## config.mk

```make
export PLATFORM = sky130hd
export DESIGN_NAME = stream_pipe
export DESIGN_NICKNAME = d
export VERILOG_FILES = /design/src/rtl/stream_pipe_pkg.sv /design/src/rtl/stream_pipe_stage.sv /design/src/rtl/stream_pipe.sv
export SDC_FILE = /design/constraint.sdc
export NUM_CORES = 1
export LEC_CHECK = 0
export ABC_AREA = 1
export CAP_MARGIN = 0
export CORE_MARGIN = 2
export CORE_UTILIZATION = 50
export CTS_BUF_LIST = sky130_fd_sc_hd__clkbuf_8
export CTS_CLUSTER_SIZE = 12
export DETAILED_ROUTE_END_ITERATION = 10
export PLACE_DENSITY_LB_ADDON = 0.1
export SLEW_MARGIN = 10
export SYNTH_ARGS = -nofsm -noshare
export SYNTH_HDL_FRONTEND = slang
export SYNTH_SLANG_ARGS = --single-unit
```

## constraint.sdc

```tcl
create_clock -name clk -period 1.75 [get_ports clk]
set_clock_uncertainty 0.05 [all_clocks]
set_input_delay 0.175 -clock clk [delete_from_list [all_inputs] [get_ports clk]]
set_output_delay 0.175 -clock clk [all_outputs]
set_load 0.02 [all_outputs]
```

## src/rtl/stream_pipe_pkg.sv

```systemverilog
// Shared limits and helpers for the stream_pipe register pipeline.
// Holds the legal parameter ranges and the occupancy counter width.
// No logic; imported by stream_pipe and stream_pipe_stage.
package stream_pipe_pkg;

  localparam int DATA_W_MIN = 1;
  localparam int DATA_W_MAX = 256;
  localparam int DEPTH_MIN  = 1;
  localparam int DEPTH_MAX  = 16;

  // Counter must represent 0..2*depth inclusive (two entries per stage).
  function automatic int occ_w(input int depth);
    return $clog2(2 * depth + 1);
  endfunction

endpackage

```

## src/rtl/stream_pipe_stage.sv

```systemverilog
// One skid-buffered pipeline stage: output register plus one skid entry.
// Latency: 1 cycle from input transfer to out_valid when the stage is empty.
// Backpressure: in_ready is a flop, so out_ready never reaches in_ready combinationally.
module stream_pipe_stage
  import stream_pipe_pkg::*;
#(
  parameter int W = 8
) (
  input  logic         clk,
  input  logic         rst_n,
  input  logic         flush,
  input  logic         in_valid,
  output logic         in_ready,
  input  logic [W-1:0] in_data,
  output logic         out_valid,
  input  logic         out_ready,
  output logic [W-1:0] out_data
);

  logic         r_out_vld;
  logic [W-1:0] r_out_dat;
  logic         r_skd_vld;
  logic [W-1:0] r_skd_dat;
  logic         r_rdy;

  logic w_in_xfer;
  logic w_out_free;
  logic w_out_vld_nxt;
  logic w_skd_vld_nxt;

  // r_rdy is only ever 1 while the skid entry is empty, so an accepted beat
  // always has somewhere to land even if the output register is held.
  assign w_in_xfer  = in_valid & r_rdy;
  assign w_out_free = ~r_out_vld | out_ready;

  // Next-state of the two valid bits: the output register refills from the
  // skid entry first, otherwise from the incoming beat.
  always_comb begin
    w_out_vld_nxt = r_out_vld;
    w_skd_vld_nxt = r_skd_vld;
    if (w_out_free) begin
      w_out_vld_nxt = r_skd_vld | w_in_xfer;
      w_skd_vld_nxt = 1'b0;
    end else if (w_in_xfer) begin
      w_skd_vld_nxt = 1'b1;
    end
  end

  // Valid bits and registered ready; flush empties the stage and reopens it.
  always_ff @(posedge clk or negedge rst_n) begin
    if (!rst_n) begin
      r_out_vld <= 1'b0;
      r_skd_vld <= 1'b0;
      r_rdy     <= 1'b0;
    end else if (flush) begin
      r_out_vld <= 1'b0;
      r_skd_vld <= 1'b0;
      r_rdy     <= 1'b1;
    end else begin
      r_out_vld <= w_out_vld_nxt;
      r_skd_vld <= w_skd_vld_nxt;
      r_rdy     <= ~w_skd_vld_nxt;
    end
  end

  // Payload registers carry no reset; their contents only matter when valid.
  always_ff @(posedge clk) begin
    if (w_out_free) begin
      if (r_skd_vld) begin
        r_out_dat <= r_skd_dat;
      end else if (w_in_xfer) begin
        r_out_dat <= in_data;
      end
    end else if (w_in_xfer) begin
      r_skd_dat <= in_data;
    end
  end

  assign in_ready  = r_rdy;
  assign out_valid = r_out_vld;
  assign out_data  = r_out_dat;

endmodule

```

## src/rtl/stream_pipe.sv

```systemverilog
// Valid/ready register pipeline of DEPTH skid stages (2*DEPTH beats), optional parity via STREAM_PIPE_PARITY_EN.
// Latency: DEPTH cycles from acceptance to out_valid when empty; one beat per cycle sustained.
// Backpressure: in_ready comes from a flop in stage 0; flush discards everything in one edge.
module stream_pipe
  import stream_pipe_pkg::*;
#(
  parameter int DATA_W = 8,
  parameter int DEPTH  = 2
) (
  input  logic                       clk,
  input  logic                       rst_n,
  input  logic                       flush,
  input  logic                       in_valid,
  output logic                       in_ready,
  input  logic [DATA_W-1:0]          in_data,
  input  logic                       in_par_inj,
  output logic                       out_valid,
  input  logic                       out_ready,
  output logic [DATA_W-1:0]          out_data,
  output logic [occ_w(DEPTH)-1:0]    occupancy,
  output logic                       par_err
);

  localparam int OCC_W = occ_w(DEPTH);

`ifdef STREAM_PIPE_PARITY_EN
  localparam int W = DATA_W + 1;
`else
  localparam int W = DATA_W;
`endif

  logic         w_vld [DEPTH+1];
  logic         w_rdy [DEPTH+1];
  logic [W-1:0] w_dat [DEPTH+1];

  logic             w_in_xfer;
  logic             w_out_xfer;
  logic [OCC_W-1:0] r_occ;

`ifdef STREAM_PIPE_PARITY_EN
  // Parity bit rides above the payload; even parity over {parity, data}.
  assign w_dat[0] = {(^in_data) ^ in_par_inj, in_data};
`else
  assign w_dat[0] = in_data;
  logic w_unused_par_inj;
  assign w_unused_par_inj = in_par_inj;
`endif

  assign w_vld[0]     = in_valid;
  assign w_rdy[DEPTH] = out_ready;

  for (genvar g = 0; g < DEPTH; g++) begin : g_stage
    stream_pipe_stage #(.W(W)) u_stage (
      .clk       (clk),
      .rst_n     (rst_n),
      .flush     (flush),
      .in_valid  (w_vld[g]),
      .in_ready  (w_rdy[g]),
      .in_data   (w_dat[g]),
      .out_valid (w_vld[g+1]),
      .out_ready (w_rdy[g+1]),
      .out_data  (w_dat[g+1])
    );
  end

  assign in_ready   = w_rdy[0];
  assign out_valid  = w_vld[DEPTH];
  assign out_data   = w_dat[DEPTH][DATA_W-1:0];
  assign w_in_xfer  = in_valid & in_ready;
  assign w_out_xfer = out_valid & out_ready;

  // Beat counter: moves only when exactly one side transfers.
  always_ff @(posedge clk or negedge rst_n) begin
    if (!rst_n) begin
      r_occ <= '0;
    end else if (flush) begin
      r_occ <= '0;
    end else if (w_in_xfer && !w_out_xfer) begin
      r_occ <= r_occ + OCC_W'(1);
    end else if (w_out_xfer && !w_in_xfer) begin
      r_occ <= r_occ - OCC_W'(1);
    end
  end

  assign occupancy = r_occ;

`ifdef STREAM_PIPE_PARITY_EN
  logic r_par_err;

  // Sticky error: any departing beat with odd parity sets it until flush/reset.
  always_ff @(posedge clk or negedge rst_n) begin
    if (!rst_n) begin
      r_par_err <= 1'b0;
    end else if (flush) begin
      r_par_err <= 1'b0;
    end else if (w_out_xfer && (^w_dat[DEPTH])) begin
      r_par_err <= 1'b1;
    end
  end

  assign par_err = r_par_err;
`else
  assign par_err = 1'b0;
`endif

endmodule
```

==> results.py <==
metrics = {
    "final_layout": {
        "drive_above_1_share": 0.137,
        "diodes": 0,
        "fin_cells": 227,
        "area_delta_synth_final_pct": 23.7,
        "fin_nets": 197,
    },
    "timing": {
        "timing.fmax_mhz": 625,
        "hold_ws_ps": 139,
        "finalCriticalPeriod_ps": 1600,
        "setup_violations": 0,
        "slew_viol_final": 0,
        "period_share": 0.914,
        "rsz0062_at_grt": "no",
        "finalHoldViolCount": 0,
    },
    "synthesis": {
        "synthSimpleGateAreaFrac": 0.207,
        "synthAdderAreaFrac": 0.0120,
        "synthCells": 149,
        "synth_top_family_by_area": "simple AND/OR/NAND/NOR gates",
        "synthesis.nets": 164,
        "synthXorXnorAreaFrac": 0,
        "synth-compound-area-share": 0.0113,
        "ys_ff_latch": 41,
        "netlist_area_mm2": 0.00167,
        "yosysSeqAreaShare": 0.711,
        "postSynthAreaPerCell_um2": 11.2,
        "synthMuxAreaShare": 0,
        "ys_warn_count": 0,
        "ys_types": 18,
    },
    "job": {
        "drv_cap": 0,
    },
    "setup_path": {
        "worstPathRequired_ps": 1870,
        "arrival_ps": 1720,
        "start_kind": "flop",
        "criticalPathCategory": "flop to flop",
        "end_kind": "flop",
        "crit_path_max_fanout": 3,
    },
    "detailed_routing": {
        "wl_per_cell_um": 10.7,
        "drc": 0,
        "vias": 1058,
        "vias_per_cell": 4.66,
        "antenna_left": 0,
        "firstDrtPassIters": 5,
        "drt-total-wl_um": 2440,
        "drtIter0Drc": 29,
    },
    "floorplan": {
        "num_io_pins": 28,
        "placement_rows": 20,
        "die_w_um": 61.8,
        "die_area_mm2": 0.00381,
        "start_util": 0.538,
        "core_area_mm2": 0.00310,
        "dieHeight_um": 61.8,
    },
    "pwr": {
        "pwr-share-comb": 0.133,
        "irDropWorstVdd_mv": 0.580,
        "switchingPower_mw": 0.463,
        "p_clk_frac": 0.289,
        "power.internal_mw": 1.48,
        "power.share.switching": 0.238,
        "cellPowerDensity_mw_per_mm2": 943,
        "p_leak_nw": 0.890,
        "seq_power_share": 0.578,
    },
    "place": {
        "dp.cells": 219,
        "port_buffers": 25,
        "globalplace.congestion": 0.696,
        "place_hpwl_um": 1860,
    },
    "worst_hold_path": {
        "min_path_type": "input pin to async pin",
    },
    "clock_network": {
        "cts_root_buffer": "clkbuf_8",
        "cts_hold_buffers": 0,
        "cts_buffer_depth": 2,
        "clock_sinks": 41,
        "cts_tree": "yes",
        "cts_inserted_buffers": 5,
        "cts_resized": 0,
        "cts_post_setup_buffers_inserted": 0,
        "insertion_delay_ps": 280,
        "path_clk_slew_ps": 70,
        "htree_levels": 2,
    },
    "grt": {
        "grt_pass1_wl_um": 4150,
        "antenna_found_initial": 0,
        "grt_pass1_vias": 982,
        "grt_max_degree": 13,
        "grt_overflow": 0,
        "track_usage": 0.155,
    },
    "status": {
        "status": "completed",
    },
}
[critical path: stages (launching register included)]
cell,delay [ps]
dfrtp_1,390
nand2_2,70
inv_2,40
nand2_2,50
inv_1,50
fa_1,410
inv_1,100
nand2_1,50
nand2_1,60
nand2_1,60
nand3_1,90
nand2_1,60
[layout by cell type, fill, tap and decap left out]
cell             Yosys  final
inv_1               14     15
nand4_1              3      3
nand3_1              1      1
conb_1               1      1
a21oi_2              1      1
nor2_1               3      3
edfxtp_1            32     32
inv_2                5      5
nand3_2              1      1
clkbuf_8             0      5
clkdlybuf4s50_1      0     25
fa_1                 1      1
a21oi_1              2      2
dfrtp_1              9      9
nand2_2              4      4
nor3_2               2      2
clkinv_2             0      2
nor2_2               1      1
buf_4                3      4
nor3_1               1      1
nand2_1             65     65
[kinds of logic after synthesis]
logic type	Yosys count
adders and majority gates	1
buffers and inverters	22
other	1
AOI/OAI and AO/OA	3
DFF	41
and+or+nand+nor	81
[metrics by stage]
stage               instance area, um2   util  worst slack [ps]  setup TNS [ps]  power, mW
floorplan                         1670      -               112               0       1.28
global placement                  1980  0.638             -14.2           -14.2       1.38
detailed placement                1980  0.638              -115            -115       1.40
CTS                               2060  0.665               140               0       1.97
global route                      2060  0.665              25.0               0       2.04
finish                            2060  0.665               151               0       1.95
[registers in the layout, indices dropped and copies added, names as in the netlist]
register,count
occupancy,3
g_stage.u_stage.r_skd_vld,2
g_stage.u_stage.out_valid,2
g_stage.u_stage.in_ready,2
g_stage.u_stage.out_data,16
g_stage.u_stage.r_skd_dat,16
[worst paths after layout]
path / from / end / slack (ps) / depth (start not counted)
min in group clk: g_stage[0].u_stage.out_data[3] / g_stage[1].u_stage.r_skd_dat[3] / 400 / 0
min reg2reg: g_stage[0].u_stage.out_data[3] / g_stage[1].u_stage.r_skd_dat[3] / 400 / 0
max: g_stage[0].u_stage.in_ready / occupancy[2] / 150 / 11
max reg2reg: g_stage[0].u_stage.in_ready / occupancy[2] / 150 / 11
max in group asynchronous: rst_n / g_stage[1].u_stage.in_ready / 1220 / 1
min: rst_n / occupancy[1] / 140 / 1
[routing by layer]
layer,part of all wire,wire length [um],track usage
met1,0.45,1110,0.190
met2,0.49,1200,0.248
met3,0.048,118,0.0621
met4,0.0057,14,0.0638
met5,0,0,0
[power by group through the flow]
| stage | Combinational, mW | Clock [mW] | Sequential [mW] |
|---|---|---|---|
| after floorplan | 0.107 | 0 | 1.17 |
| after global placement | 0.242 | 0 | 1.14 |
| after detailed placement | 0.257 | 0 | 1.14 |
| after CTS | 0.259 | 0.584 | 1.12 |
| after global routing | 0.288 | 0.626 | 1.13 |
| final | 0.258 | 0.563 | 1.12 |
[cells in the mapped netlist]
cell | instances | area share
inv_1 | 14 | 0.032
nor3_2 | 2 | 0.012
a21oi_2 | 1 | 0.0053
nor2_2 | 1 | 0.0038
nand2_1 | 65 | 0.15
nor3_1 | 1 | 0.0030
nand2_2 | 4 | 0.015
a21oi_1 | 2 | 0.0060
nand3_2 | 1 | 0.0060
dfrtp_1 | 9 | 0.14
inv_2 | 5 | 0.011
buf_4 | 3 | 0.014
nand3_1 | 1 | 0.0030
edfxtp_1 | 32 | 0.58
nand4_1 | 3 | 0.011
nor2_1 | 3 | 0.0068
fa_1 | 1 | 0.012
conb_1 | 1 | 0.0022
[cell type report]
| cell class | instances | area, um2 |
|---|---|---|
| multi-input cells | 86 | 388 |
| repair buffers | 29 | 280 |
| clock buffers | 5 | 68.8 |
| well taps | 44 | 55.1 |
| flip-flops and latches | 41 | 1190 |
| fillers | 255 | 1040 |
| clock inverters | 3 | 13.8 |
| inverters | 19 | 71.3 |
(Power assumes the default switching activity.)
==> RTL change 1: new RTL, same settings <==
The parameter `DATA_W` goes from 8 to 7.
--- a/src/rtl/stream_pipe.sv
+++ b/src/rtl/stream_pipe.sv
@@ -6,3 +6,3 @@
 #(
-  parameter int DATA_W = 8,
+  parameter int DATA_W = 7,
   parameter int DEPTH  = 2
Interface: changed (resized in_data and out_data); port bits go from 28 to 26. No check against the original RTL was run, so the function may have changed too.
==> RTL change 1 against the original RTL <==
Synthesized area shrank 8.6%. Clock power grew 23%. Wire length shrank 6.9%. Total power grew 0.18%. Worst hold slack lost 0.0023 ns. Setup slack gained 0.0094 ns. Sequential cell count shrank 4. Combinational power shrank 5%. Sequential power shrank 9.8%. Final area shrank 7.5%. First-iteration DRC count grew 17%. Synthesized cell count shrank 6.7%. Cell count shrank 11%.
==> RTL change 1: results (changes against the original RTL) <==
stage	metric	value	unit	change
cells_and_area	area occupied by multi-input gates	365	sq um	-5.8%
route	drt total wl	2.27	mm	-6.9%
grt	largest net degree at the start of global routing	12		-1
placement	Final Wtd Congestion	0.726		+4.3%
yosys	syn_nets	153		-6.7%
placement	Post-DP HPWL	1.80	mm	-3.2%
route	drt first pass iters	4		-1
route	routed vias	966		-8.7%
grt	all-layer global routing usage	0.151		-0.00417
placement	pre-CTS WS	-0.0825	ns	+0.0324 ns
cells_and_area	# fillers	235		-7.8%
yosys	Post-synth EDFFs	28		-13%
grt	first-pass GRT wire length	3.86	mm	-7.0%
cells_and_area	nets	184		-6.6%
placement	Port Buffers	23		-8.0%
pwr	sw frac	0.224		-0.0141
grt	vias in the first global route	936		-4.7%
cells_and_area	share of layout cells above drive strength 1	0.153		+0.0163
yosys	top post-synthesis cells by area	edfxtp_1 55%, dfrtp_1 15%, nand2_1 15%		
yosys	Synth Instances	139		-6.7%
run_status	status	complete, no violations		
yosys	Synth top cells by count	59 x nand2_1, 28 x edfxtp_1, 13 x inv_1, 9 x dfrtp_1, 6 x inv_2		
pwr	Leak	0.834	nW	-6.3%
route	DR iter-0 viols	34		+17%
yosys	Async SR Flop Fraction	0.243		+0.0237
cells_and_area	Layout Cells excl Fill	203		-11%
placement	placed cell count	196		-11%
yosys	Seq/Total Area, Yosys	0.699		-0.0122
## RTL change 1: cell types whose count changed after synthesis, sizes merged
cell    delta
edfxtp     -4
nand2      -6
## RTL change 1: cells by family (layout without fill, tap and decap cells)
family / Yosys count / count (layout) / synth area share
and+or+nand+nor: 75 / 75 / 0.212
DFF: 37 / 37 / 0.699
buffers and inverters: 22 / 53 / 0.0615
AOI/OAI and AO/OA: 3 / 3 / 0.0123
adders and majority gates: 1 / 1 / 0.0131
other: 1 / 1 / 0.00246
## RTL change 1: per-layer routing
metal,part of all wire,global-route usage,wire (microns),up-vias
li1,-,-,-,502
met1,0.43,0.166,978,437
met2,0.51,0.262,1160,22
met3,0.043,0.0590,98,5
met4,0.015,0.0584,35,0
met5,0,0,0,-
## RTL change 1: power groups by stage
stage,logic [mW],registers (mW),clock network (mW)
after floorplan,0.105,1.06,0
after global placement,0.233,1.03,0
after detailed placement,0.247,1.03,0
after CTS,0.247,1.01,0.708
after global routing,0.275,1.02,0.735
final,0.244,1.01,0.692
## RTL change 1: path summary, 6_finish.rpt
check	slack (ns)	cells after the start	to
worst max-delay path	0.16	11	occupancy[2]
worst min-delay path	0.14	1	g_stage[0].u_stage.r_skd_vld
worst max register to register	0.16	11	occupancy[2]
worst min register to register	0.40	0	g_stage[1].u_stage.r_skd_dat[1]
max in group asynchronous	1.23	1	g_stage[1].u_stage.out_valid
min in group clk	0.40	0	g_stage[1].u_stage.r_skd_dat[1]
## RTL change 1: cell type report
type,instances,area share
Tap cell,33,0.0216
Multi-Input combinational cell,80,0.191
Sequential cell,37,0.559
Inverter,19,0.0374
Timing Repair Buffer,27,0.136
Clock buffer,5,0.0361
Clock inverter,2,0.0184
==> RTL change 2: new RTL, config.mk and constraints unchanged <==
Made on the original files. Add a define of `STREAM_PIPE_PARITY_EN`.
--- a/src/rtl/stream_pipe.sv
+++ b/src/rtl/stream_pipe.sv
@@ -3,2 +3,4 @@
 // Backpressure: in_ready comes from a flop in stage 0; flush discards everything in one edge.
+`define STREAM_PIPE_PARITY_EN
+
 module stream_pipe
Check against the original RTL: not equivalent (a bounded check fails within 10 cycles, from zero or initial values and one cycle with rst_n low).
==> RTL change 2 against the original RTL <==
Synthesized area increased by 29%. Total power up 14%. Die area up 27%. Wire length up 24%. First-iteration DRC count grew 140%. Sequential cell count is 5 higher. Largest cell class unchanged. Final area is 24% higher. Global-route usage is 0.41 points lower. Setup slack improved by 0.027 ns. Non-clock buffer count increased by 6.
==> RTL change 2: results (changes against the original RTL) <==
stage	metric	value	unit	change
yosys	Synth top cells by count	97 x nand2_1, 36 x edfxtp_1, 27 x inv_1, 10 x dfrtp_1, 8 x buf_4		
route	met3 wire len	124	microns	+5.1%
yosys	Syn Area/Cell	9.65	sq um	-14%
clock_network	Root Driver	clkbuf_8		
cells_and_area	# fillers	344		+35%
sta	worst hold slack	0.158	ns	+0.0185 ns
pwr	Leak	1.16	nW	+30%
cells_and_area	nets	269		+37%
route	drt drc	0		unchanged
critical_path	crit-path max FO	4		+1
grt	all-layer global routing usage	0.151		-0.00410
clock_network	Clock Path Buffers	2		unchanged
pwr	VDD IR max	0.000514	V	-11%
route	routed wire length on met2	1.49	mm	+25%
grt	met1 GRT Util	0.185		-0.00442
route	DR iter-0 viols	70		+140%
route	Vias/cell	4.46		-4.2%
grt	met3 Use GR	0.0392		-0.0229
cells_and_area	share of layout cells above drive strength 1	0.0945		-0.0421
placement	pre-CTS WS	-0.108	ns	+0.00685 ns
clock_network	H-tree depth	2		unchanged
grt	met2 Track Usage GR	0.256		+0.00829
route	per-cell routed wire length	9.98	microns	-7.2%
yosys	syn_nets	237		+45%
placement	Final Wtd Congestion	0.779		+12%
grt	first-pass GRT wire length	5.80	mm	+40%
critical_path	Max stage delay on crit path	0.46	ns	+0.05 ns
yosys	Post-synth EDFFs	36		+13%
clock_network	Worst-Skew Late Latency	0.29	ns	
critical_path	delay-heaviest family, CP	adder cells		
grt	vias in the first global route	1362		+39%
placement	DP Area	0.00247	sq mm	+25%
placement	Post-DP HPWL	2.41	mm	+30%
critical_path	Worst R2R End	occupancy[2]		
yosys	yosys warns	0		unchanged
yosys	synth unique cells	20		+2
cells_and_area	Diodes inserted	0		unchanged
route	Routed met1 length	1.38	mm	+24%
yosys	Seq/Total Area, Yosys	0.621		-0.0900
critical_path	CP Launch Point	occupancy[0]		
yosys	top post-synthesis cells by area	edfxtp_1 50%, nand2_1 17%, dfrtp_1 12%		
sta	Worst-Margin Slew	0.470	ns	
placement	placed cell count	297		+36%
placement	Port Buffers	27		+8.0%
run_status	status	complete, no violations		
critical_path	crit path max-delay cell type	fa_1		
critical_path	flop-to-flop setup slack	0.18	ns	+0.03 ns
yosys	predominant post-synthesis flop cell	edfxtp_1		
grt	initial antenna violation count	0		unchanged
yosys	Async SR Flop Fraction	0.217		-0.00212
critical_path	r2r worst-path depth	6		-5
critical_path	Worst Path Arrival	1.74	ns	+0.02 ns
route	drt total wl	3.03	mm	+24%
route	highest routed metal layer	met4		
route	drt first pass iters	4		-1
grt	largest net degree at the start of global routing	13		unchanged
-- RTL change 2: cell types whose count changed in the layout (fill, tap and decap cells not counted), moves of 3 or more --
cell | unedited run | this run
nand4_1 | 3 | 0
xnor2_1 | 0 | 6
nor2_1 | 3 | 7
nand3_1 | 1 | 6
a21oi_1 | 2 | 5
edfxtp_1 | 32 | 36
inv_1 | 15 | 29
buf_4 | 4 | 8
xor2_1 | 0 | 3
nand2_1 | 65 | 97
-- RTL change 2: worst max-delay path by stage --
stage | slack (ns) | endpoint
final | 0.18 | occupancy[2]
after global routing | 0.02 | occupancy[2]
after CTS | 0.17 | occupancy[2]
after detailed placement | -0.11 | occupancy[2]
after global placement | -0.05 | occupancy[2]
after floorplan | 0.13 | occupancy[2]
-- RTL change 2: where the power goes --
| group | internal [mW] | total, mW | switching (mW) |
|---|---|---|---|
| clock network | 0.263 | 0.567 | 0.304 |
| registers | 1.24 | 1.27 | 0.0328 |
| logic | 0.180 | 0.373 | 0.193 |
-- RTL change 2: final cells by class --
cell class	count	area (sq um)	area share
Clock inverter	2	7.51	0.00294
Multi-Input combinational cell	134	629	0.247
Timing Repair Buffer	35	330	0.130
Sequential cell	46	1330	0.522
Tap cell	50	62.6	0.0245
Clock buffer	5	68.8	0.0270
Inverter	32	120	0.0471
-- RTL change 2: timing repair --
item                       4_1_cts  5_1_grt
gates resized for setup          0        1
setup buffers                    0        0
setup endpoints to repair        0        1
hold buffers                     0        0
-- RTL change 2: cells by family (layout without fill, tap and decap cells) --
group                    Yosys count  in the layout  synth area share
AND/OR/NAND/NOR                  115            115             0.214
flip-flops                        46             46             0.621
adder cells (fa/ha/maj)            1              1           0.00934
buffers and inverters             42             74            0.0887
XOR/XNOR                          10             10            0.0409
AO/OA/AOI/OAI                      8              8            0.0257
